$ cat config.mk
export PLATFORM = sky130hd
export DESIGN_NAME = tlb_op_unit
export DESIGN_NICKNAME = d
export VERILOG_FILES = /design/src/rtl/tlb_op_unit.sv
export SDC_FILE = /design/constraint.sdc
export NUM_CORES = 1
export LEC_CHECK = 0
export ABC_AREA = 1
export CAP_MARGIN = 20
export CORE_AREA = 10 10 187 189
export CTS_BUF_LIST = sky130_fd_sc_hd__clkbuf_4 sky130_fd_sc_hd__clkbuf_8
export DETAILED_ROUTE_END_ITERATION = 16
export DIE_AREA = 0 0 197 199
export PLACE_DENSITY_LB_ADDON = 0.25
export SETUP_SLACK_MARGIN = 0.3
export SLEW_MARGIN = 20
export SYNTH_ARGS = -nofsm -noshare
export SYNTH_HDL_FRONTEND = slang
export SYNTH_SLANG_ARGS = --single-unit
$ cat constraint.sdc
create_clock -name clk -period 1.5 [get_ports clk]
set_input_delay 0.225 -clock clk [delete_from_list [all_inputs] [get_ports clk]]
set_output_delay 0.225 -clock clk [all_outputs]
set_load 0.05 [all_outputs]
$ cat src/rtl/tlb_op_unit.sv
// -----------------------------------------------------------------------------
// tlb_op_unit
//
// Sequencer for the MIPS TLB maintenance instructions (TLBR, TLBWI, TLBWR,
// TLBP). It accepts one op at a time from the MEM-stage issue logic, drives the
// mmu maintenance port, and returns results to CP0 as one-cycle write-back
// strobes. It also owns the CP0 Random register.
//
// Ports
//   clk, rst             clock, synchronous active-high reset
//   op_valid, op_type    op request (00 TLBR, 01 TLBWI, 10 TLBWR, 11 TLBP)
//   op_ready, busy       accept indication / pipeline stall request
//   cp0_index, cp0_entry_hi, cp0_entry_lo0, cp0_entry_lo1
//                        CP0 source registers, latched at accept
//   cp0_wired, wired_we  Wired value and its write strobe (Random control)
//   random_o             current Random value
//   tlb_rw_index, tlb_rw_we, entry_hi_i, entry_lo1_i, entry_lo2_i
//                        mmu maintenance port outputs
//   entry_hi_o, entry_lo1_o, entry_lo2_o, tlb_p_index
//                        mmu read / probe results
//   done                 one-cycle completion pulse
//   cp0_index_we, cp0_index_wdata
//                        Index write-back (TLBP)
//   cp0_entry_we, cp0_entry_hi_wdata, cp0_entry_lo0_wdata, cp0_entry_lo1_wdata
//                        EntryHi/Lo0/Lo1 write-back (TLBR)
// -----------------------------------------------------------------------------
module tlb_op_unit #(
    parameter int TLB_ENTRIES = 16,
    parameter int IDX_W       = 4
) (
    input  logic             clk,
    input  logic             rst,
    input  logic             op_valid,
    input  logic [1:0]       op_type,
    output logic             op_ready,
    output logic             busy,
    input  logic [31:0]      cp0_index,
    input  logic [31:0]      cp0_entry_hi,
    input  logic [31:0]      cp0_entry_lo0,
    input  logic [31:0]      cp0_entry_lo1,
    input  logic [IDX_W-1:0] cp0_wired,
    input  logic             wired_we,
    output logic [IDX_W-1:0] random_o,
    output logic [IDX_W-1:0] tlb_rw_index,
    output logic             tlb_rw_we,
    output logic [31:0]      entry_hi_i,
    output logic [31:0]      entry_lo1_i,
    output logic [31:0]      entry_lo2_i,
    input  logic [31:0]      entry_hi_o,
    input  logic [31:0]      entry_lo1_o,
    input  logic [31:0]      entry_lo2_o,
    input  logic [31:0]      tlb_p_index,
    output logic             done,
    output logic             cp0_index_we,
    output logic [31:0]      cp0_index_wdata,
    output logic             cp0_entry_we,
    output logic [31:0]      cp0_entry_hi_wdata,
    output logic [31:0]      cp0_entry_lo0_wdata,
    output logic [31:0]      cp0_entry_lo1_wdata
);

    localparam logic [IDX_W-1:0] MAX_IDX = IDX_W'(TLB_ENTRIES - 1);

    localparam logic [1:0] OP_TLBR  = 2'b00;
    localparam logic [1:0] OP_TLBWI = 2'b01;
    localparam logic [1:0] OP_TLBWR = 2'b10;
    localparam logic [1:0] OP_TLBP  = 2'b11;

    typedef enum logic [2:0] {
        S_IDLE,
        S_WRITE,
        S_READ,
        S_PROBE,
        S_DONE
    } state_t;

    state_t           r_state;
    logic [IDX_W-1:0] r_random;

    // Only the low index bits of CP0 Index are meaningful to the TLB.
    logic w_unused;
    assign w_unused = ^cp0_index[31:IDX_W];

    assign op_ready = (r_state == S_IDLE);
    // The accept cycle itself already stalls the pipeline.
    assign busy     = (r_state != S_IDLE) || op_valid;
    assign random_o = r_random;

    // Random: free-running down-counter bounded below by Wired. A Wired write
    // or a Wired value at/above the top entry pins it to the top entry.
    always_ff @(posedge clk) begin
        if (rst) begin
            r_random <= MAX_IDX;
        end else if (wired_we) begin
            r_random <= MAX_IDX;
        end else if (cp0_wired >= MAX_IDX) begin
            r_random <= MAX_IDX;
        end else if (r_random == cp0_wired) begin
            r_random <= MAX_IDX;
        end else begin
            r_random <= r_random - 1'b1;
        end
    end

    // Operation FSM. The mmu-port output registers double as the latched
    // copies of the CP0 operands, so later CP0 changes cannot disturb an
    // in-flight op. Strobes are set on the edge entering their state and
    // cleared on the edge leaving it.
    always_ff @(posedge clk) begin
        if (rst) begin
            r_state             <= S_IDLE;
            tlb_rw_index        <= '0;
            tlb_rw_we           <= 1'b0;
            entry_hi_i          <= '0;
            entry_lo1_i         <= '0;
            entry_lo2_i         <= '0;
            done                <= 1'b0;
            cp0_index_we        <= 1'b0;
            cp0_index_wdata     <= '0;
            cp0_entry_we        <= 1'b0;
            cp0_entry_hi_wdata  <= '0;
            cp0_entry_lo0_wdata <= '0;
            cp0_entry_lo1_wdata <= '0;
        end else begin
            case (r_state)
                S_IDLE: begin
                    if (op_valid) begin
                        // TLBWR targets the Random value seen at accept.
                        tlb_rw_index <= (op_type == OP_TLBWR) ? r_random
                                                              : cp0_index[IDX_W-1:0];
                        entry_hi_i   <= cp0_entry_hi;
                        entry_lo1_i  <= cp0_entry_lo0;
                        entry_lo2_i  <= cp0_entry_lo1;
                        case (op_type)
                            OP_TLBR: begin
                                r_state <= S_READ;
                            end
                            OP_TLBWI, OP_TLBWR: begin
                                r_state   <= S_WRITE;
                                tlb_rw_we <= 1'b1;
                                done      <= 1'b1;
                            end
                            OP_TLBP: begin
                                r_state <= S_PROBE;
                            end
                            default: begin
                                r_state <= S_IDLE;
                            end
                        endcase
                    end
                end
                S_WRITE: begin
                    tlb_rw_we <= 1'b0;
                    done      <= 1'b0;
                    r_state   <= S_IDLE;
                end
                S_READ: begin
                    cp0_entry_hi_wdata  <= entry_hi_o;
                    cp0_entry_lo0_wdata <= entry_lo1_o;
                    cp0_entry_lo1_wdata <= entry_lo2_o;
                    cp0_entry_we        <= 1'b1;
                    done                <= 1'b1;
                    r_state             <= S_DONE;
                end
                S_PROBE: begin
                    // mmu reports a miss in bit 31; the word is passed through.
                    cp0_index_wdata <= tlb_p_index;
                    cp0_index_we    <= 1'b1;
                    done            <= 1'b1;
                    r_state         <= S_DONE;
                end
                S_DONE: begin
                    cp0_entry_we <= 1'b0;
                    cp0_index_we <= 1'b0;
                    done         <= 1'b0;
                    r_state      <= S_IDLE;
                end
                default: begin
                    r_state <= S_IDLE;
                end
            endcase
        end
    end

endmodule

# [After elaboration in Yosys (flattened, before gate mapping)]
# Index checks and enable logic that the tools add are counted.
[word_totals] wordCells=51 out_inout_bits=238 romBits=0 reg_bits=239 mem_count=0 latchBits=0 ramBits=0
[op_classes] shifts=0 div=0 n_addsub=1 eq_ne=10 multipliers=0 n_reduce_logical=15 n_bitwise=0 n_lt_le_gt_ge=1 muxes=10
[ops] op="one-hot mux 3 bit (3 select lines)" n=1
[ops] op="== test 3 x 2 -> 1 bit (second input constant)" n=2
[ops] op="one-hot mux 1 bit (2 select lines)" n=3
[ops] op="one-hot mux 3 bit (2 select lines)" n=1
[ops] op="AND reduction 3 bit" n=2
[ops] op="nonzero test 2 bit" n=3
[ops] op="nonzero test 3 bit" n=2
[ops] op="OR reduction 2 bit" n=3
[ops] op="== test 2 bit (second input constant)" n=2
[ops] op="== test 4 bit" n=1
[ops] op=">= comparator 4 bit (second input constant)" n=1
[ops] op="two-way mux 4 bit" n=1
[ops] op="OR reduction 4 bit" n=1
[ops] op="subtractor 4 x 1 -> 4 bit (second input constant)" n=1
[ops] op="== test 3 x 1 -> 1 bit (second input constant)" n=1
[ops] op="== test 3 bit (second input constant)" n=1
[ops] op="zero test 3 bit" n=1
[ops] op="two-way mux 3 bit" n=1
[ops] op="one-hot mux 1 bit (3 select lines)" n=1
[ops] op="== test 2 x 1 -> 1 bit (second input constant)" n=1
[ops] op="zero test 2 bit" n=1
[ops] op="two-way mux 1 bit" n=2
[ops] op="!= test 2 x 1 -> 1 bit (second input constant)" n=1
[ops] op="!= test 2 bit (second input constant)" n=1
[ops] op="2 further kinds" n=2

# [Depth between registers and ports, before layout]
# Gate-level depths: netlist (run 1).
[logic_depth] depth_word=5 ltp_mapped=7

# [Worst setup path before layout (run 1)]
# OpenSTA, ideal clock, no wires.
[synth_timing] path_type="register to output" from="register r_state[2]" to="output port busy" required_ps=1275 stages_incl_launch_ff=3 path_slack_ps=-886 arrival_time_ps=2161 cell_sequence="dfxtp_1 nor3_1 nand2_1"
[synth_between] elab_chain_cells=2
[synth_lines] element="start: declaration" line_no="77" rtl="state_t r_state;"
[synth_lines] element="start signal: assignment" line_no="111" rtl="r_state <= S_IDLE;"
[synth_lines] element="start signal: assignment" line_no="136" rtl="r_state <= S_READ;"
[synth_lines] element="start signal: assignment" line_no="139" rtl="r_state <= S_WRITE;"
[synth_lines] element="nonzero test 3 bit" line_no="86" rtl="assign busy = (r_state != S_IDLE) || op_valid;"
[synth_lines] element="logical OR 1 bit" line_no="86"
[synth_lines] element="end: declaration" line_no="36" rtl="output logic busy,"
# No other way between the ends.

# [Final worst setup path (run 1)]
[layout_timing] from="register r_state[1]" to="output port busy"
# The elaborated chain is that of the path after synthesis.

==> results of run 1 <==
==> cells by family after synthesis <==
| group | after synthesis |
|---|---|
| adders and majority gates | 3 |
| and+or+nand+nor | 711 |
| xor gates and xnor gates | 1 |
| buffers and inverters | 192 |
| DFF | 239 |
| AOI/OAI and AO/OA | 134 |
==> sequential cells by signal, summed over array words and instances (netlist names), 4 cells and up <==
signal	count
cp0_entry_hi_wdata	32
cp0_entry_lo0_wdata	32
cp0_entry_lo1_wdata	32
cp0_index_wdata	32
entry_hi_i	32
entry_lo1_i	32
entry_lo2_i	32
random_o	4
tlb_rw_index	4
==> how the worst max path moves through the flow <==
stage	from	end	slack (ns)	cells past startpoint
6_report	r_state[1]	busy	-0.24	4
5_1_grt	r_state[1]	busy	-0.32	4
4_1_cts	r_state[1]	busy	-0.30	4
3_5_place_dp	op_valid	entry_lo2_i[8]	-0.13	5
3_3_place_gp	op_valid	entry_lo2_i[8]	-0.1	5
2_1_floorplan	r_state[0]	busy	0.18	2
==> per-stage QoR <==
step	hold WS (ns)	instances	worst slack (ns)	cell area, sq um	TNS (ns)
4_1_cts	0.199	2249	-0.299	17200	-3.14
3_3_place_gp	0.460	2118	-0.0954	14000	-5.98
2_1_floorplan	0.289	1280	0.181	9010	0
5_1_grt	0.240	2271	-0.323	18300	-15.41
3_5_place_dp	0.455	2118	-0.129	14000	-9.93
6_report	0.262	2271	-0.238	18300	-5.81
==> power breakdown <==
| part | internal [uW] | switching [uW] | total, uW |
|---|---|---|---|
| Combinational | 2610 | 3340 | 5950 |
| Sequential | 6820 | 308 | 7130 |
| Clock | 4080 | 2840 | 6930 |
==> critical path, cell delays in order, from the launching register on <==
cell and delay (ns):
dfxtp_4 0.34, buf_6 0.11, nor3_4 0.27, nand2_4 0.08, buf_12 0.16
==> layout make-up <==
class | count | area (sq um)
multi-input combinational | 850 | 4540
inverter | 119 | 479
fill | 2662 | 12900
tap | 402 | 503
clock buffer | 72 | 891
timing repair buffer | 583 | 6880
sequential | 239 | 4920
clock inverter | 6 | 85.1
==> cell usage after synthesis, types with 2 or more instances <==
cell type / count / area [sq um]
buf_1: 7 / 26.3
nand2_1: 226 / 848
nor2_1: 469 / 1760
buf_2: 33 / 165
clkbuf_2: 3 / 15.0
dfxtp_1: 239 / 4780
nor3_1: 3 / 15.0
buf_4: 6 / 45.0
clkbuf_1: 24 / 90.1
nand3_1: 8 / 40.0
ha_1: 3 / 37.5
o21ai_0: 125 / 626
nand4_1: 2 / 12.5
o21ai_1: 7 / 35.0
inv_2: 2 / 7.51
inv_1: 117 / 439
==> layer usage <==
metal	vias to the layer above	routed length, microns	GRT usage [%]
li1	4989	-	-
met1	4633	15600	20.6
met2	394	20200	33.6
met3	71	4520	9.40
met4	4	913	5.44
met5	-	28	0
==> repair_timing <==
item | CTS | global route
gates cloned | 24 | 10
endpoints found under the setup margin | 470 | 472
pin swaps | 10 | 64
buffers inserted | 29 | 12
resized for setup | 427 | 268
==> metrics.md, run 1 <==
| Metric | Value |
|---|---|
| Clk slew on worst S/H paths | 0.06 ns |
| F_max | 576 MHz |
| Synth Area per Inst | 7.02 sq um |
| YS warnings | 0 |
| Count of final setup violators | 103 |
| IO Count | 504 |
| Fin crit period | 1.74 ns |
| Clock root buffer | clkbuf_8 |
| Maxcap violations | 0 |
| Sequential element share of the synthesized area | 53.2% |
| VDD IR max | 1.24 mV |
| Hpwl dp | 27300 microns |
| Status | complete, but fails checks |
| Routability congestion estimate | 0.787 |
| Fraction of layout cells with a size suffix above 1 | 42.5% |
| Synth Area in XOR/XNOR | 0.0975% |
| Type of the most critical hold path | input port to register |
| Later-pin clock latency in the skew report | 0.54 ns |
| Core Footprint | 31200 sq um |
| Grt ovf | 0 |
| Post-Synthesis Cells | 1280 |
| Via Count | 10100 |
| DR iter-0 viols | 316 |
| Synth Area in Simple Gates | 30.0% |
| Crit Path Max Fanout | 2 |
| Setup Skew | 0.0139 ns |
| Largest family of logic cells by synthesized area | simple AND/OR/NAND/NOR gates |
| Worst slew margin | 75.1% |
| Antenna fix cells | 0 |
| First-pass GRT wire length | 59300 microns |
| TritonCTS Sinks | 239 |
| FF-to-FF End | entry_lo1_i[23] |
| Vias in the first global route | 9975 |
| Final WL | 41300 microns |
| Power per standard cell area | 1090 nW/um^2 |
| Reg-to-reg critical path startpoint | r_state[1] |
| Antenna Nets Post-Route | 0 |
| RSZ-0062 raised after global routing | yes |
| Synth cell types | 22 |
| Most frequent cells in the layout | nor2_1 (356), clkdlybuf4s50_1 (237), buf_4 (170) |
| R2R cell count | 11 |
| CTS Hold Buffers Added | 0 |
| Die W | 197 microns |
| Commonest non-fill, non-tap cell in the layout | nor2_1 |
| #FFs+latches synth | 239 |
| Layout Nets | 2107 |
| Post-Syn Area | 8990 sq um |
| WP data required | 1.27 ns |
| Num rows | 65 |
| Final setup margin | -0.238 ns |
| Number of synthesized flops with an enable pin | 0 |
| Hold path start | cp0_entry_lo0[0] |
| Cts bufs inserted | 45 |
| Worst-Margin Slew | 0.374 ns |
| Final core occ | 58.6% |
| Leak pwr | 0.00810 uW |
| Hold Fails Final Rpt | 0 |
| Syn nets | 1549 |
| Number of port buffers | 475 |
| Largest net degree at the start of global routing | 63 |
| DRT Pass-1 Iters | 4 |
| Total power | 20000 uW |
| H-tree levels | 2 |
| DRC violations left | 0 |
| Clock Path Buffers | 3 |
| Crit path launch type | register |
| Ys async rst share | 0% |
| Antenna violations before repair | 2 |
| Die area | 39200 sq um |
| CP endpoint kind | output port |
| Slew Limit Fails | 0 |
| R2r setup slk | -0.18 ns |
| Proportion of synthesized area in mux cells | 0% |
| CTS tree | done |
| Final worst-path cycle share | 116% |
| Die Y-Extent | 199 microns |
| Hold Crit Endpoint | entry_lo1_i[0] |
| Adder-cell area share of the yosys netlist | 0.418% |
| Hold path depth | 3 |
| Primary FF master, synth | dfxtp_1 |
| Post-synthesis compound-gate area fraction | 7.48% |
| Via density | 4.44 |
| Failing checks | negative setup slack |
| Worst path arrival time | 1.51 ns |
| All-Layer GR Usage | 19.4% |
| WS Path Type | register to output port |
| Synthesis-to-layout area growth | 104% |
| Post-DR wirelength/cell | 18.2 microns |
| Initial Utilization | 28.8% |
Power figures use the tool's default switching activity.
==> run 2: changes to the inputs <==
- REMOVE_ABC_BUFFERS: not set -> 1
==> run 2 against run 1 <==
  * The run still ends with negative setup slack left
  * Clock skew rose by 0.011 ns
  * Setup slack improved by 0.11 ns
  * Routed wire length rose by 13%
  * Critical path depth rose by 7
  * Fmax rose by 7.1%
  * Register-to-register slack improved by 0.06 ns
  * Utilization rose by 7.1 points
  * Final cell count rose by 2.2%
  * Critical path type is now register to register
  * Largest cell class unchanged
==> metrics.md, run 2 (same netlist as run 1, synthesis figures left out) <==
| Metric | Value |
|---|---|
| Final instance area | 20500 sq um |
| Post-DR wirelength/cell | 20.0 microns |
| Count of final setup violators | 158 |
| First-pass GRT wire length | 61200 microns |
| Worst hold slack | 0.268 ns |
| Worst-Margin Slew | 0.398 ns |
| Final WL | 46500 microns |
| CTS tree | done |
| WS Path Type | register to register |
| CTS Hold Buffers Added | 0 |
| Core Footprint | 31200 sq um |
| F_max | 616 MHz |
| Type of the most critical hold path | input port to register |
| Worst path arrival time | 2.08 ns |
| All-Layer GR Usage | 20.1% |
| Final setup margin | -0.123 ns |
| DRC violations left | 0 |
| Hpwl dp | 26400 microns |
| Cts bufs inserted | 43 |
| Fin crit period | 1.62 ns |
| Die W | 197 microns |
| Filler cell count | 2323 |
| Die Y-Extent | 199 microns |
| Layout Nets | 2160 |
| Antenna violations before repair | 0 |
| Antenna fix cells | 0 |
| IO Count | 504 |
| Dpl cells | 2116 |
| Num rows | 65 |
| Commonest non-fill, non-tap cell in the layout | nor2_1 |
| Clk slew on worst S/H paths | 0.06 ns |
| Largest net degree at the start of global routing | 59 |
| RSZ-0062 raised after global routing | yes |
| Number of port buffers | 475 |
| Cell Area, Placed | 14000 sq um |
| Power per standard cell area | 994 nW/um^2 |
| Hold Fails Final Rpt | 0 |
| Failing checks | negative setup slack |
| Setup Skew | 0.0254 ns |
| Critical Path, Cell by Cell | buf_6, buf_8, buf_6, nand2_8, buf_6, buf_6, buf_12, inv_12, buf_16, nor2_4, nor2_1 |
| H-tree levels | 2 |
| Slowest CP cell | dfxtp_4 |
| Leak pwr | 0.00902 uW |
| Via Count | 10600 |
| Crit-path most repeated cell | buf_6 |
| Initial Utilization | 28.8% |
| Grt ovf | 0 |
| Slew Limit Fails | 0 |
| Later-pin clock latency in the skew report | 0.54 ns |
| Die area | 39200 sq um |
| Routability congestion estimate | 0.778 |
| Fraction of layout cells with a size suffix above 1 | 51.6% |
| Most frequent cells in the layout | nor2_1 (317), clkdlybuf4s50_1 (237), buf_8 (185) |
| DRT Pass-1 Iters | 5 |
| Slowest Stage Delay on Critical Path | 0.36 ns |
| VDD IR max | 0.957 mV |
| Crit Path Max Fanout | 8 |
| Vias in the first global route | 10300 |
| Worst slew margin | 73.5% |
| Synthesis-to-layout area growth | 128% |
| TritonCTS Sinks | 239 |
| Final worst-path cycle share | 108% |
| Clock root buffer | clkbuf_8 |
| CP endpoint kind | register |
| Via density | 4.56 |
| WP data required | 1.96 ns |
| Maxcap violations | 0 |
| Antenna Nets Post-Route | 0 |
| Post-Layout Cell Count | 2321 |
| Status | complete, but fails checks |
| Clock Path Buffers | 3 |
| Crit path launch type | register |
| DR iter-0 viols | 360 |
run 2: cell type report:
class	count	area, sq um	area share, %
clock inverter	3	42.5	0.207
sequential	239	5130	25.0
multi-input combinational	849	4900	23.9
inverter	119	494	2.41
timing repair inverter	1	16.3	0.0793
timing repair buffer	638	8570	41.8
tap	402	503	2.45
clock buffer	70	863	4.21
run 2: metal layers:
metal	GRT usage, %	routed length (microns)	vias up
li1	-	-	5111
met1	20.6	16100	4930
met2	36.5	24200	427
met3	8.25	4390	107
met4	6.78	1800	0
met5	0	0	-
run 2: report_power, final:
group / internal [uW] / total (uW) / leakage, uW / switching [uW]
combinational: 3070 / 6540 / 0.00649 / 3460
sequential: 6830 / 7240 / 0.00205 / 407
clock: 3780 / 6610 / 0.000480 / 2830
run 2: worst paths after layout:
path                                            start                      end  slack, ns  cells past startpoint
worst max-delay path                       r_state[1]  cp0_entry_lo1_wdata[30]      -0.12                     11
worst min-delay path                 cp0_entry_hi[19]           entry_hi_i[19]       0.27                      3
worst max register to register             r_state[1]  cp0_entry_lo1_wdata[30]      -0.12                     11
worst min register to register  cp0_entry_hi_wdata[2]    cp0_entry_hi_wdata[2]       0.48                      2
run 2: metrics by stage:
| stage | util, % | TNS, ns | total power [uW] | worst slack [ns] |
|---|---|---|---|---|
| 6_report | 65.7 | -7.22 | 20400 | -0.123 |
| 5_1_grt | 65.7 | -17.95 | 21200 | -0.177 |
| 4_1_cts | 58.9 | -1.01 | 19600 | -0.122 |
| 3_5_place_dp | 44.7 | -1.26 | 11600 | -0.0648 |
| 3_3_place_gp | 44.7 | -0.682 | 11600 | -0.0357 |
| 2_1_floorplan | - | -583.12 | 9870 | -3.27 |
run 2: timing repair:
| action | CTS | global route |
|---|---|---|
| gates cloned | 34 | 18 |
| pin swaps | 23 | 50 |
| setup endpoints to repair | 467 | 473 |
| setup buffers | 52 | 28 |
| resized for setup | 784 | 455 |
run 2: critical path: cells and delay by family, from the launching register on:
family	cells	cell delay (ns)
buffers and inverters	8	0.88
flip-flops	1	0.36
AND/OR/NAND/NOR	3	0.27
==> run 3: changes to the inputs <==
- CORE_AREA: 10 10 187 189 -> 4 4 191 193
- DIE_AREA: 0 0 197 199 -> 0 0 195 197
==> run 3 against run 2 <==
  * The flow still finishes with violations (negative setup slack)
  * Register-to-register slack got worse by 0.08 ns
  * Sequential power rose by 0.7%
  * Routed wire length fell by 20%
  * Utilization fell by 12 points
  * Via count fell by 6.6%
  * Critical path type unchanged
  * Power fell by 2.8%
  * Clock skew fell by 0.0066 ns
==> metrics.md, run 3 (same netlist as run 1, synthesis figures left out) <==
| Metric | Value |
|---|---|
| Power per standard cell area | 1070 nW/um^2 |
| Later-pin clock latency in the skew report | 0.57 ns |
| Internal power | 13600 uW |
| Failing checks | negative setup slack |
| Fin crit period | 1.70 ns |
| Post-Layout Cell Count | 2316 |
| Reg-to-reg critical path startpoint | r_state[0] |
| Maxcap violations | 0 |
| Sw Share | 31.2% |
| Final WL | 37400 microns |
| Core Footprint | 34500 sq um |
| Number of port buffers | 475 |
| Hold path start | cp0_entry_lo0[15] |
| Clock Power Share | 33.5% |
| Gate power share | 29.6% |
| Commonest non-fill, non-tap cell in the layout | nor2_1 |
| Initial Utilization | 26.0% |
| Vias in the first global route | 9479 |
| R2r setup slk | -0.20 ns |
| DRC violations left | 0 |
| CTS tree | done |
| Worst slew margin | 83.6% |
| Hold Crit Endpoint | entry_lo1_i[15] |
| Num rows | 68 |
| WS Path Type | register to register |
| WP data required | 1.98 ns |
| Antenna Nets Post-Route | 0 |
| Final setup margin | -0.203 ns |
| Setup TNS | -12.68 ns |
| Die Y-Extent | 197 microns |
| Status | complete, but fails checks |
| Die W | 195 microns |
| DR iter-0 viols | 264 |
| R2R cell count | 11 |
| Count of final setup violators | 98 |
| Antenna violations before repair | 2 |
| Grt ovf | 0 |
| TritonCTS Sinks | 239 |
| Crit Path Max Fanout | 6 |
| VDD IR max | 0.854 mV |
| Final instance area | 18600 sq um |
| Fraction of layout cells with a size suffix above 1 | 40.3% |
| RSZ-0062 raised after global routing | yes |
| Clock root buffer | clkbuf_8 |
| H-tree levels | 2 |
| Sequential group share of total power | 36.8% |
| Slew Limit Fails | 0 |
| FF/Latch Area | 5100 sq um |
| Hold Fails Final Rpt | 0 |
| Hpwl dp | 24300 microns |
| CP endpoint kind | register |
| Setup Skew | 0.0188 ns |
| First-pass GRT wire length | 52900 microns |
| Leak pwr | 0.00819 uW |
| Largest net degree at the start of global routing | 66 |
| Hold path depth | 3 |
| DRT Pass-1 Iters | 4 |
| Dpl cells | 2181 |
| Worst-Margin Slew | 0.243 ns |
| Type of the most critical hold path | input port to register |
| Via Count | 9874 |
| FF-to-FF End | entry_hi_i[20] |
| Total power | 19800 uW |
| Final worst-path cycle share | 114% |
| CTS Hold Buffers Added | 0 |
| Switch Pwr | 6180 uW |
| Cell Area, Placed | 14100 sq um |
| Most frequent cells in the layout | nor2_1 (404), clkdlybuf4s50_1 (237), dfxtp_2 (227) |
| Die area | 38400 sq um |
| Layout Nets | 2103 |
| Footprint of the multi-input gates | 3790 sq um |
| Cts bufs inserted | 44 |
| Synthesis-to-layout area growth | 107% |
| Routability congestion estimate | 0.848 |
| F_max | 587 MHz |
| Crit path launch type | register |
| Dpl ws | -0.0980 ns |
| IO Count | 504 |
| Filler cell count | 3046 |
| Worst path arrival time | 2.19 ns |
| Via density | 4.26 |
| All-Layer GR Usage | 17.3% |
| Clock Path Buffers | 3 |
| Clk slew on worst S/H paths | 0.05 ns |
| Post-DR wirelength/cell | 16.1 microns |
-- run 3: cell count changes in the layout (fill, tap and decap cells not counted), moves of 23 or more --
cell	previous run	this run
buf_8	185	218
nand2_1	173	203
o21ai_0	17	119
nor2_4	85	21
dfxtp_1	34	4
nor2_2	68	45
dfxtp_4	34	8
buf_4	82	33
o21ai_2	84	1
buf_16	38	9
dfxtp_2	171	227
nor2_1	317	404
-- run 3: worst max-delay path: stages, from the launching register on --
cell and delay [ns]:
dfxtp_2 0.32, buf_6 0.11, buf_4 0.14, nor2_4 0.13, nand3_4 0.10, buf_12 0.17
buf_12 0.12, buf_16 0.13, buf_4 0.14, nand2_1 0.06, nand2_1 0.06, nor2_1 0.12
-- run 3: metrics by stage --
stage          hold WS (ns)  utilization, %
6_report              0.227            53.8
5_1_grt               0.181            53.8
4_1_cts               0.154            49.0
3_5_place_dp          0.464            40.9
3_3_place_gp          0.452            40.9
2_1_floorplan         0.297               -
-- run 3: per-layer routing --
metal | up-vias | global-route usage, % | share of wire (%)
met4 | 2 | 6.39 | 3.2
met1 | 4458 | 18.8 | 38
met3 | 70 | 7.68 | 9.1
li1 | 4974 | - | -
met5 | - | 0 | 0.029
met2 | 370 | 29.8 | 49
-- run 3: cell type report --
cell class                 instances  share of cell area [%]
timing repair buffer             581                    41.6
sequential                       239                    27.5
multi-input combinational        849                    20.4
clock buffer                      69                    4.61
tap                              455                    3.07
inverter                         119                    2.51
clock inverter                     3                   0.350
antenna                            1                  0.0135
-- run 3: power groups by stage --
stage               logic, uW  clock network, uW  registers [uW]
floorplan                1210                  0            8660
global placement         4460                  0            7160
detailed placement       4490                  0            7180
CTS                      5180               6920            7200
global route             6210               7180            7340
finish                   5870               6650            7290
-- run 3: how the worst max path moves through the flow --
stage	end	cells past startpoint	from	slack, ns
CTS	op_ready	4	r_state[0]	-0.29
global route	op_ready	4	r_state[0]	-0.30
finish	entry_hi_i[20]	11	r_state[0]	-0.20
detailed placement	entry_hi_i[21]	6	op_valid	-0.1
floorplan	r_state[0]	3	r_state[0]	-3.27
global placement	entry_hi_i[17]	6	op_valid	-0.06
-- run 3: what timing repair did --
item | CTS | global route
resized for setup | 495 | 350
endpoints found under the setup margin | 468 | 470
endpoints found under the hold margin | 0 | 0
gates cloned | 12 | 19
setup buffers | 15 | 16
pin swaps | 32 | 32
